--- src/rtl/inc_div_seq_if.sv ---
// Handshake and status bundle between the divide sequencer and its datapath/controller.
interface inc_div_seq_if;
  logic       start;
  logic       dprec;
  logic       rnd_en;
  logic       bzero;
  logic       fpuhold;
  logic       qin;
  logic       incovf;
  logic       altb;
  logic [3:0] incfunc;
  logic [3:0] nx_incfunc;
  logic [1:0] romsel;
  logic       busy;
  logic       done;
  logic       exp_adj;
  logic       dz;
  logic       q_nz;
  logic       rnd_ovf;

  modport master (
    output start, dprec, rnd_en, bzero, fpuhold, qin, incovf, altb,
    input  incfunc, nx_incfunc, romsel, busy, done, exp_adj, dz, q_nz, rnd_ovf
  );

  modport slave (
    input  start, dprec, rnd_en, bzero, fpuhold, qin, incovf, altb,
    output incfunc, nx_incfunc, romsel, busy, done, exp_adj, dz, q_nz, rnd_ovf
  );
endinterface

--- src/rtl/inc_div_seq.sv ---
// Divide/remainder sequencer: walks align, quotient iterations, readout and optional
// rounding, issuing a function code per cycle and collecting status for the caller.
module inc_div_seq #(
  parameter int unsigned SP_STEPS = 26,
  parameter int unsigned DP_STEPS = 55
) (
  input logic          clk,
  input logic          reset,
  inc_div_seq_if.slave bus
);

  localparam int unsigned CntW  = 6;
  localparam int unsigned FuncW = 4;

  typedef enum logic [2:0] {
    S_IDLE,
    S_ALIGN,
    S_ITER,
    S_HOLD,
    S_READ,
    S_ROUND,
    S_FIN
  } state_e;

  state_e           state_q, state_d;
  logic [CntW-1:0]  cnt_q, cnt_d;
  logic [FuncW-1:0] incfunc_q, incfunc_d;
  logic             busy_q, busy_d;
  logic             done_q, done_d;
  logic             exp_adj_q, exp_adj_d;
  logic             dz_q, dz_d;
  logic             q_nz_q, q_nz_d;
  logic             rnd_ovf_q, rnd_ovf_d;
  logic             dprec_q, dprec_d;
  logic             rnd_en_q, rnd_en_d;

  // State and datapath registers
  always_ff @(posedge clk or posedge reset) begin
    if (reset) begin
      state_q   <= S_IDLE;
      cnt_q     <= '0;
      incfunc_q <= '0;
      busy_q    <= 1'b0;
      done_q    <= 1'b0;
      exp_adj_q <= 1'b0;
      dz_q      <= 1'b0;
      q_nz_q    <= 1'b0;
      rnd_ovf_q <= 1'b0;
      dprec_q   <= 1'b0;
      rnd_en_q  <= 1'b0;
    end else begin
      state_q   <= state_d;
      cnt_q     <= cnt_d;
      incfunc_q <= incfunc_d;
      busy_q    <= busy_d;
      done_q    <= done_d;
      exp_adj_q <= exp_adj_d;
      dz_q      <= dz_d;
      q_nz_q    <= q_nz_d;
      rnd_ovf_q <= rnd_ovf_d;
      dprec_q   <= dprec_d;
      rnd_en_q  <= rnd_en_d;
    end
  end

  // Next state and captured status; fpuhold leaves everything at its current value
  always_comb begin
    state_d   = state_q;
    cnt_d     = cnt_q;
    exp_adj_d = exp_adj_q;
    dz_d      = dz_q;
    q_nz_d    = q_nz_q;
    rnd_ovf_d = rnd_ovf_q;
    dprec_d   = dprec_q;
    rnd_en_d  = rnd_en_q;
    if (!bus.fpuhold) begin
      unique case (state_q)
        S_IDLE: begin
          if (bus.start) begin
            dprec_d  = bus.dprec;
            rnd_en_d = bus.rnd_en;
            dz_d     = bus.bzero;
            if (!bus.rnd_en) rnd_ovf_d = 1'b0;
            state_d = bus.bzero ? S_FIN : S_ALIGN;
          end
        end
        S_ALIGN: begin
          exp_adj_d = bus.altb;
          q_nz_d    = 1'b0;
          cnt_d     = dprec_q ? CntW'(DP_STEPS - 1) : CntW'(SP_STEPS - 1);
          state_d   = S_ITER;
        end
        S_ITER: begin
          q_nz_d = q_nz_q | bus.qin;
          if (cnt_q == '0) state_d = S_HOLD;
          else             cnt_d   = cnt_q - CntW'(1);
        end
        S_HOLD:  state_d = S_READ;
        S_READ:  state_d = rnd_en_q ? S_ROUND : S_FIN;
        S_ROUND: begin
          rnd_ovf_d = bus.incovf;
          state_d   = S_FIN;
        end
        S_FIN:   state_d = S_IDLE;
        default: state_d = S_IDLE;
      endcase
    end
  end

  // Registered outputs are decoded from the upcoming state
  always_comb begin
    incfunc_d = 4'h0;
    busy_d    = (state_d != S_IDLE);
    done_d    = (state_d == S_FIN);
    unique case (state_d)
      S_ALIGN: incfunc_d = 4'hb;
      S_ITER:  incfunc_d = 4'h8;
      S_HOLD:  incfunc_d = 4'hb;
      S_READ:  incfunc_d = 4'h9;
      S_ROUND: incfunc_d = 4'h5;
      default: incfunc_d = 4'h0;
    endcase
  end

  assign bus.incfunc    = incfunc_q;
  assign bus.nx_incfunc = incfunc_d;
  assign bus.romsel     = 2'b00;
  assign bus.busy       = busy_q;
  assign bus.done       = done_q;
  assign bus.exp_adj    = exp_adj_q;
  assign bus.dz         = dz_q;
  assign bus.q_nz       = q_nz_q;
  assign bus.rnd_ovf    = rnd_ovf_q;

endmodule

--- src/flat_wrapper.sv ---
// flat-port wrapper written by rule: the top's interface ports become plain ports
module inc_div_seq_flat 
#(
  parameter int unsigned SP_STEPS = 26,
  parameter int unsigned DP_STEPS = 55
)
  (clk, reset, bus_start, bus_dprec, bus_rnd_en, bus_bzero, bus_fpuhold, bus_qin, bus_incovf, bus_altb, bus_incfunc, bus_nx_incfunc, bus_romsel, bus_busy, bus_done, bus_exp_adj, bus_dz, bus_q_nz, bus_rnd_ovf);
  inc_div_seq_if bus_i ();
  input logic clk;
  input logic reset;
  input wire logic [$bits(bus_i.start)-1:0] bus_start;
  input wire logic [$bits(bus_i.dprec)-1:0] bus_dprec;
  input wire logic [$bits(bus_i.rnd_en)-1:0] bus_rnd_en;
  input wire logic [$bits(bus_i.bzero)-1:0] bus_bzero;
  input wire logic [$bits(bus_i.fpuhold)-1:0] bus_fpuhold;
  input wire logic [$bits(bus_i.qin)-1:0] bus_qin;
  input wire logic [$bits(bus_i.incovf)-1:0] bus_incovf;
  input wire logic [$bits(bus_i.altb)-1:0] bus_altb;
  output wire logic [$bits(bus_i.incfunc)-1:0] bus_incfunc;
  output wire logic [$bits(bus_i.nx_incfunc)-1:0] bus_nx_incfunc;
  output wire logic [$bits(bus_i.romsel)-1:0] bus_romsel;
  output wire logic [$bits(bus_i.busy)-1:0] bus_busy;
  output wire logic [$bits(bus_i.done)-1:0] bus_done;
  output wire logic [$bits(bus_i.exp_adj)-1:0] bus_exp_adj;
  output wire logic [$bits(bus_i.dz)-1:0] bus_dz;
  output wire logic [$bits(bus_i.q_nz)-1:0] bus_q_nz;
  output wire logic [$bits(bus_i.rnd_ovf)-1:0] bus_rnd_ovf;
  assign bus_i.start = bus_start;
  assign bus_i.dprec = bus_dprec;
  assign bus_i.rnd_en = bus_rnd_en;
  assign bus_i.bzero = bus_bzero;
  assign bus_i.fpuhold = bus_fpuhold;
  assign bus_i.qin = bus_qin;
  assign bus_i.incovf = bus_incovf;
  assign bus_i.altb = bus_altb;
  assign bus_incfunc = bus_i.incfunc;
  assign bus_nx_incfunc = bus_i.nx_incfunc;
  assign bus_romsel = bus_i.romsel;
  assign bus_busy = bus_i.busy;
  assign bus_done = bus_i.done;
  assign bus_exp_adj = bus_i.exp_adj;
  assign bus_dz = bus_i.dz;
  assign bus_q_nz = bus_i.q_nz;
  assign bus_rnd_ovf = bus_i.rnd_ovf;
  inc_div_seq #(.SP_STEPS(SP_STEPS), .DP_STEPS(DP_STEPS)) u_core (.clk(clk), .reset(reset), .bus(bus_i));
endmodule
--- config.mk ---
export PLATFORM = sky130hd
export DESIGN_NAME = inc_div_seq_flat
export DESIGN_NICKNAME = d
export VERILOG_FILES = /design/src/rtl/inc_div_seq_if.sv /design/src/rtl/inc_div_seq.sv /design/src/flat_wrapper.sv
export SDC_FILE = /design/constraint.sdc
export NUM_CORES = 1
export LEC_CHECK = 0
export CAP_MARGIN = 5
export CORE_UTILIZATION = 40
export CTS_CLUSTER_DIAMETER = 100
export CTS_CLUSTER_SIZE = 16
export DETAILED_ROUTE_END_ITERATION = 7
export DONT_BUFFER_PORTS = 1
export PLACE_DENSITY_LB_ADDON = 0.08
export SETUP_SLACK_MARGIN = 0.02
export SLEW_MARGIN = 30
export SYNTH_ARGS = -nofsm -noshare
export SYNTH_HDL_FRONTEND = slang
export SYNTH_SLANG_ARGS = --single-unit
--- constraint.sdc ---
create_clock -name clk -period 3.1 [get_ports clk]
set_clock_uncertainty 0.1 [all_clocks]
set_input_delay 0.93 -clock clk [delete_from_list [all_inputs] [get_ports clk]]
set_output_delay 0.93 -clock clk [all_outputs]
set_load 0.03 [all_outputs]
# Yosys cells after proc, flatten, opt, wreduce, memory -nomap -nowiden
# Cells that the tools add are included.
totals:
  regBits: 21
  input_bits: 10
  output_inout_bits: 16
  elab_cells: 53
classes:
  n_addsub: 1
  n_eq_ne: 14
  mux: 14
  n_bitwise: 2
  n_reduce_logical: 11
op_table:
  columns: ["cell", "count"]
  rows:
  - ["$pmux W3 S6", 1]
  - ["$pmux W4 S4", 1]
  - ["$eq A3 B3 Y1 const B", 5]
  - ["$eq A3 B2 Y1 const B", 4]
  - ["$mux W3", 4]
  - ["$mux W6", 2]
  - ["$pmux W6 S2", 1]
  - ["$eq A3 B1 Y1 const B", 2]
  - ["$logic_not A6 Y1", 1]
  - ["$ne A2 B2 Y1 const B", 3]
  - ["$reduce_and A3 Y1", 2]
  - ["$sub A6 B1 Y6 const B", 1]
  - ["$pmux W1 S2", 2]
  - ["$reduce_and A2 Y1", 2]
  - ["$reduce_and A4 Y1", 1]
  - ["$reduce_bool A2 Y1", 2]
  - ["$logic_not A3 Y1", 1]
  - ["$reduce_bool A3 Y1", 1]
  - ["$mux W1", 2]
  - ["$mux W2", 1]
  - ["$reduce_or A2 Y1", 1]
  - ["$not A1 Y1", 1]
  - ["$or A1 B1 Y1", 1]

# Logic depth before layout (Yosys ltp)
# Gate-level depths: netlist (run 1).
depth:
  word_depth: 7
  mapped_depth: 8
  mapped_depth_nobuf: 8

# Worst setup path before layout (run 1)
# OpenSTA, ideal clock, no wires.
synth_timing:
  path_type: "input-to-output"
  from: "input bus_start"
  to: "output bus_nx_incfunc[0]"
  arrival_ns: 2.189
  required_ns: 2.070
  setup_slack_ns: -0.119
  cell_stages: 5
  path_buffers: 0
  path_cell_list: "inv_1 > o31a_2 > o31ai_2 > mux2i_4 > o21ai_1"
synth_via:
  elab_chain_len: 6
  elab_cells_between_ends: 10
  classes_between: "5 x eq/ne; 4 x mux; 1 x reduce/logical"
synth_lines:
  columns: ["item", "line_no", "source"]
  rows:
  - ["from (decl)", "flat_wrapper.sv:11", "input wire logic [$bits(bus_i.start)-1:0] bus_start;"]
  - ["$mux W3 (*)", "inc_div_seq.sv:79", "if (bus.start) begin"]
  - ["$pmux W3 S6 (*)", "inc_div_seq.sv:77", "unique case (state_q)"]
  - ["$mux W3 (*)", "inc_div_seq.sv:76", "if (!bus.fpuhold) begin"]
  - ["$eq A3 B1 Y1 / $eq A3 B2 Y1 (equally long branches)", "inc_div_seq.sv:115", "unique case (state_d)"]
  - ["$reduce_or A2 Y1 (no source line)", null, null]
  - ["$pmux W4 S4 (*)", "inc_div_seq.sv:115", null]
  - ["to (decl)", "flat_wrapper.sv:20", "output wire logic [$bits(bus_i.nx_incfunc)-1:0] bus_nx_incfunc;"]
# Every way passes the cells marked *; elsewhere a longest branch is shown, timed or not.

# Final worst setup path (run 1)
layout_timing:
  from: "input bus_start"
  to: "output bus_nx_incfunc[3]"
layout_via:
  elab_chain_len: 6
  elab_cells_between_ends: 10
  classes_between: "5 x eq/ne; 4 x mux; 1 x reduce/logical"
layout_lines:
  columns: ["item", "line_no", "source"]
  rows:
  - ["$mux W3 (*)", "inc_div_seq.sv:79", null]
  - ["$pmux W3 S6 (*)", "inc_div_seq.sv:77", null]
  - ["$mux W3 (*)", "inc_div_seq.sv:76", null]
  - ["via u_core.state_d[0]", "inc_div_seq.sv:25", "state_e state_q, state_d;"]
  - ["$eq A3 B1 Y1 / $eq A3 B2 Y1 (equally long branches)", "inc_div_seq.sv:115", null]
  - ["$reduce_or A2 Y1 (no source line)", null, null]
  - ["$pmux W4 S4 (*)", "inc_div_seq.sv:115", null]
# Mark *: on every way through the listed nets, which the timed path passes. The rest lies on a longest branch.

==> metrics.txt, run 1 <==
CP max stage delay=0.34 ns; Placeable Area=0.00281 mm2; post-synth top area share=43.3%; Max transition margin=46.5%; ant diodes=0; CP arrival=2.00 ns; pre-CTS setup slack=0.00767 ns; WHS Endpoint=u_core.cnt_q[1]; Adder-Cell Fraction of Synth Area=1.03%; VDD IR max=493 uV; largest net degree at the start of global routing=22; clock power share=9.0%; EDFF count, synth=0; share of layout cells above drive strength 1=29.4%; hold path startpoint=u_core.cnt_q[1]; CTS Buffer Depth=2; final setup vio count=0; initial core utilization=43.2%; GPL Wtd Cong=0.799; Ports=26; Yosys top cell by area=dfrtp_1; Synth Area in Compound Gates=22.5%; failing checks=DRC; initial antenna violation count=0; FF-to-FF Start=u_core.cnt_q[0]; hold depth=1; part of the power in registers=40.3%; most frequent cells in the layout=dfrtp_1, nor2_1, o21ai_0; H-tree levels=1; most common cell after layout, fill and taps aside=dfrtp_1; cells after synthesis=120; Num CTS Buffers=3; worst-margin pin slew=0.801 ns; DRC=4; Routed Antenna Nets=0; Sw Ratio=46.9%; Crit Path Class=in2out; reg-to-reg slack, setup=1.08 ns; #FFs+latches synth=21; worst r2r path cells=9; Area growth syn-to-layout=9.91%; Detailed Route WL=2350 um; number of port buffers=0; distinct cell type count after synthesis=47; Top FF cell, synth=dfrtp_1; Post-Synth Simple-Gate Area=15.6%; main combinational cell family by area after synthesis=compound AO/OA/AOI/OAI gates; endpoints failing hold=0; Leakage=0.590 nW; fin. max-slew vios=0; DR vias=901; first-pass iteration count of the detailed router=6; fin crit share=97.7%; CP Capture Type=output port; CTS root buffer=clkbuf_4; grt ovf=0; vias in the first global route=874; Comb power frac=50.7%; Yosys Warn Count=0; WP data required=2.07 ns; unrepaired setup endpoints after global routing=true; outcome=finished, violations left; synthesized area=0.00121 mm2; total power=1.47 mW; global-route wire length before repair=4040 um; hold_ws=0.432 ns; CTS tree=built; Clock Sinks=21; r2r endpoint=u_core.bus.busy; Pint=782 uW; power density over the cells=1100 mW/mm2; Fmax=330 MHz; die area=0.00326 mm2; sw power=689 uW; ys async rst share=100%; xor-xnor portion of the synthesized cell area=2.17%; crit start category=input pin; initial drt markers=26; syn_area_per_cell=10.1 um2; # rows=19; post-CTS setup buffer count=0; Die H=57.1 um; Util after Layout=47.5%; cts hold-fix bufs=0; GR Util All Layers=15.9%; Tmin final=3.03 ns; Routed WL per cell=15.0 um; Clock Latency Late Sink=0.30 ns; DP HPWL=1690 um; Crit-path slowest cell=o31a_4; Area contributors post-synth=dfrtp_1, o21ai_0, mux2_4, nor2_1, a21oi_1; sequential share of the synthesized area=43.3%; chip width=57.1 um; Fill cells=283; number of max-cap violations=0; post-synthesis mux area share=7.43%; CP Cell Sequence=inv_8, o31a_4, o31ai_4, mux2i_4, inv_2, o22ai_2, buf_6; fin nets=138; vias per cell=5.74; setup slack after layout=0.0722 ns; HP Class=reg2reg; Worst-path clk slew=0.12 ns; Max Fanout on Critical Path=5
## area by class of cell
type | instances | area [um2] | share of cell area (%)
clock buffers | 4 | 26.3 | 1.97
flip-flops and latches | 21 | 527 | 39.5
inverters | 9 | 41.3 | 3.10
multi-input cells | 83 | 624 | 46.9
repair buffers | 9 | 75.1 | 5.63
well taps | 31 | 38.8 | 2.91
## layer usage
layer | up-vias | GRT usage (%) | part of all wire (%)
met5 | - | 0 | 0
met4 | 0 | 2.09 | 1.3
met3 | 8 | 5.22 | 5.9
met2 | 37 | 26.2 | 45
met1 | 416 | 20.9 | 48
li1 | 440 | - | -
## Yosys cell counts (2+ instances only)
master and instances:
mux2_4 3, xnor2_1 2, nor3_1 2, a31oi_1 3
buf_2 2, nor3b_2 2, a21oi_1 7, dfrtp_1 21
o22ai_1 2, o21ai_0 11, inv_1 8, buf_4 3
mux2_2 2, nor2_1 11, a22oi_1 2, nand2_1 7
buf_6 2
## worst max path at each step
stage | startpoint | endpoint | cells past startpoint
floorplan | bus_start | bus_nx_incfunc[1] | 5
global placement | bus_start | bus_nx_incfunc[3] | 7
detailed placement | bus_start | bus_nx_incfunc[3] | 7
CTS | bus_start | bus_nx_incfunc[3] | 7
global route | bus_start | bus_nx_incfunc[3] | 7
finish | bus_start | bus_nx_incfunc[3] | 7
## critical path, delay by kind of cell
kind                   cells  cell delay (ns)
muxes                      1             0.13
buffers and inverters      3             0.24
AOI/OAI and AO/OA          3             0.69
## state kept, by name, indices dropped and copies added (netlist names)
signal	count
u_core.state_q	3
u_core.bus.rnd_ovf	1
u_core.bus.busy	1
u_core.bus.incfunc	4
u_core.bus.exp_adj	1
u_core.cnt_q	6
u_core.bus.q_nz	1
u_core.rnd_en_q	1
u_core.bus.done	1
u_core.dprec_q	1
u_core.bus.dz	1
## stage by stage
| stage | cells | cell area, um2 | TNS (ns) |
|---|---|---|---|
| 2_1_floorplan | 121 | 1230 | -0.157 |
| 3_3_place_gp | 153 | 1270 | 0 |
| 3_5_place_dp | 153 | 1270 | 0 |
| 4_1_cts | 157 | 1310 | 0 |
| 5_1_grt | 157 | 1330 | -0.00144 |
| 6_report | 157 | 1330 | 0 |
## cells by family after synthesis
kind of cell | after synthesis
other | 1
xor gates and xnor gates | 3
DFF | 21
buffers and inverters | 17
and+or+nand+nor | 32
adders and majority gates | 1
muxes | 6
AOI/OAI and AO/OA | 39
## what timing repair did
item                                    4_1_cts  5_1_grt
resized for setup                             1        8
pin swaps                                     0        5
endpoints found under the setup margin        1        4
## power by group through the flow
| stage | logic (mW) | clock network [mW] | registers (mW) |
|---|---|---|---|
| finish | 0.745 | 0.133 | 0.592 |
| global route | 0.819 | 0.145 | 0.608 |
| CTS | 0.723 | 0.141 | 0.589 |
| detailed placement | 0.711 | 0 | 0.596 |
| global placement | 0.708 | 0 | 0.592 |
| floorplan | 0.610 | 0 | 0.549 |
Power figures use the tool's default switching activity.
==> inputs of run 2 (changes only) <==
Settings changed: CAP_MARGIN 5 to 15, CTS_CLUSTER_SIZE 16 to 30.
==> results of run 2 <==
Same layout as run 1: the final DEF is identical, and so are final timing and power.
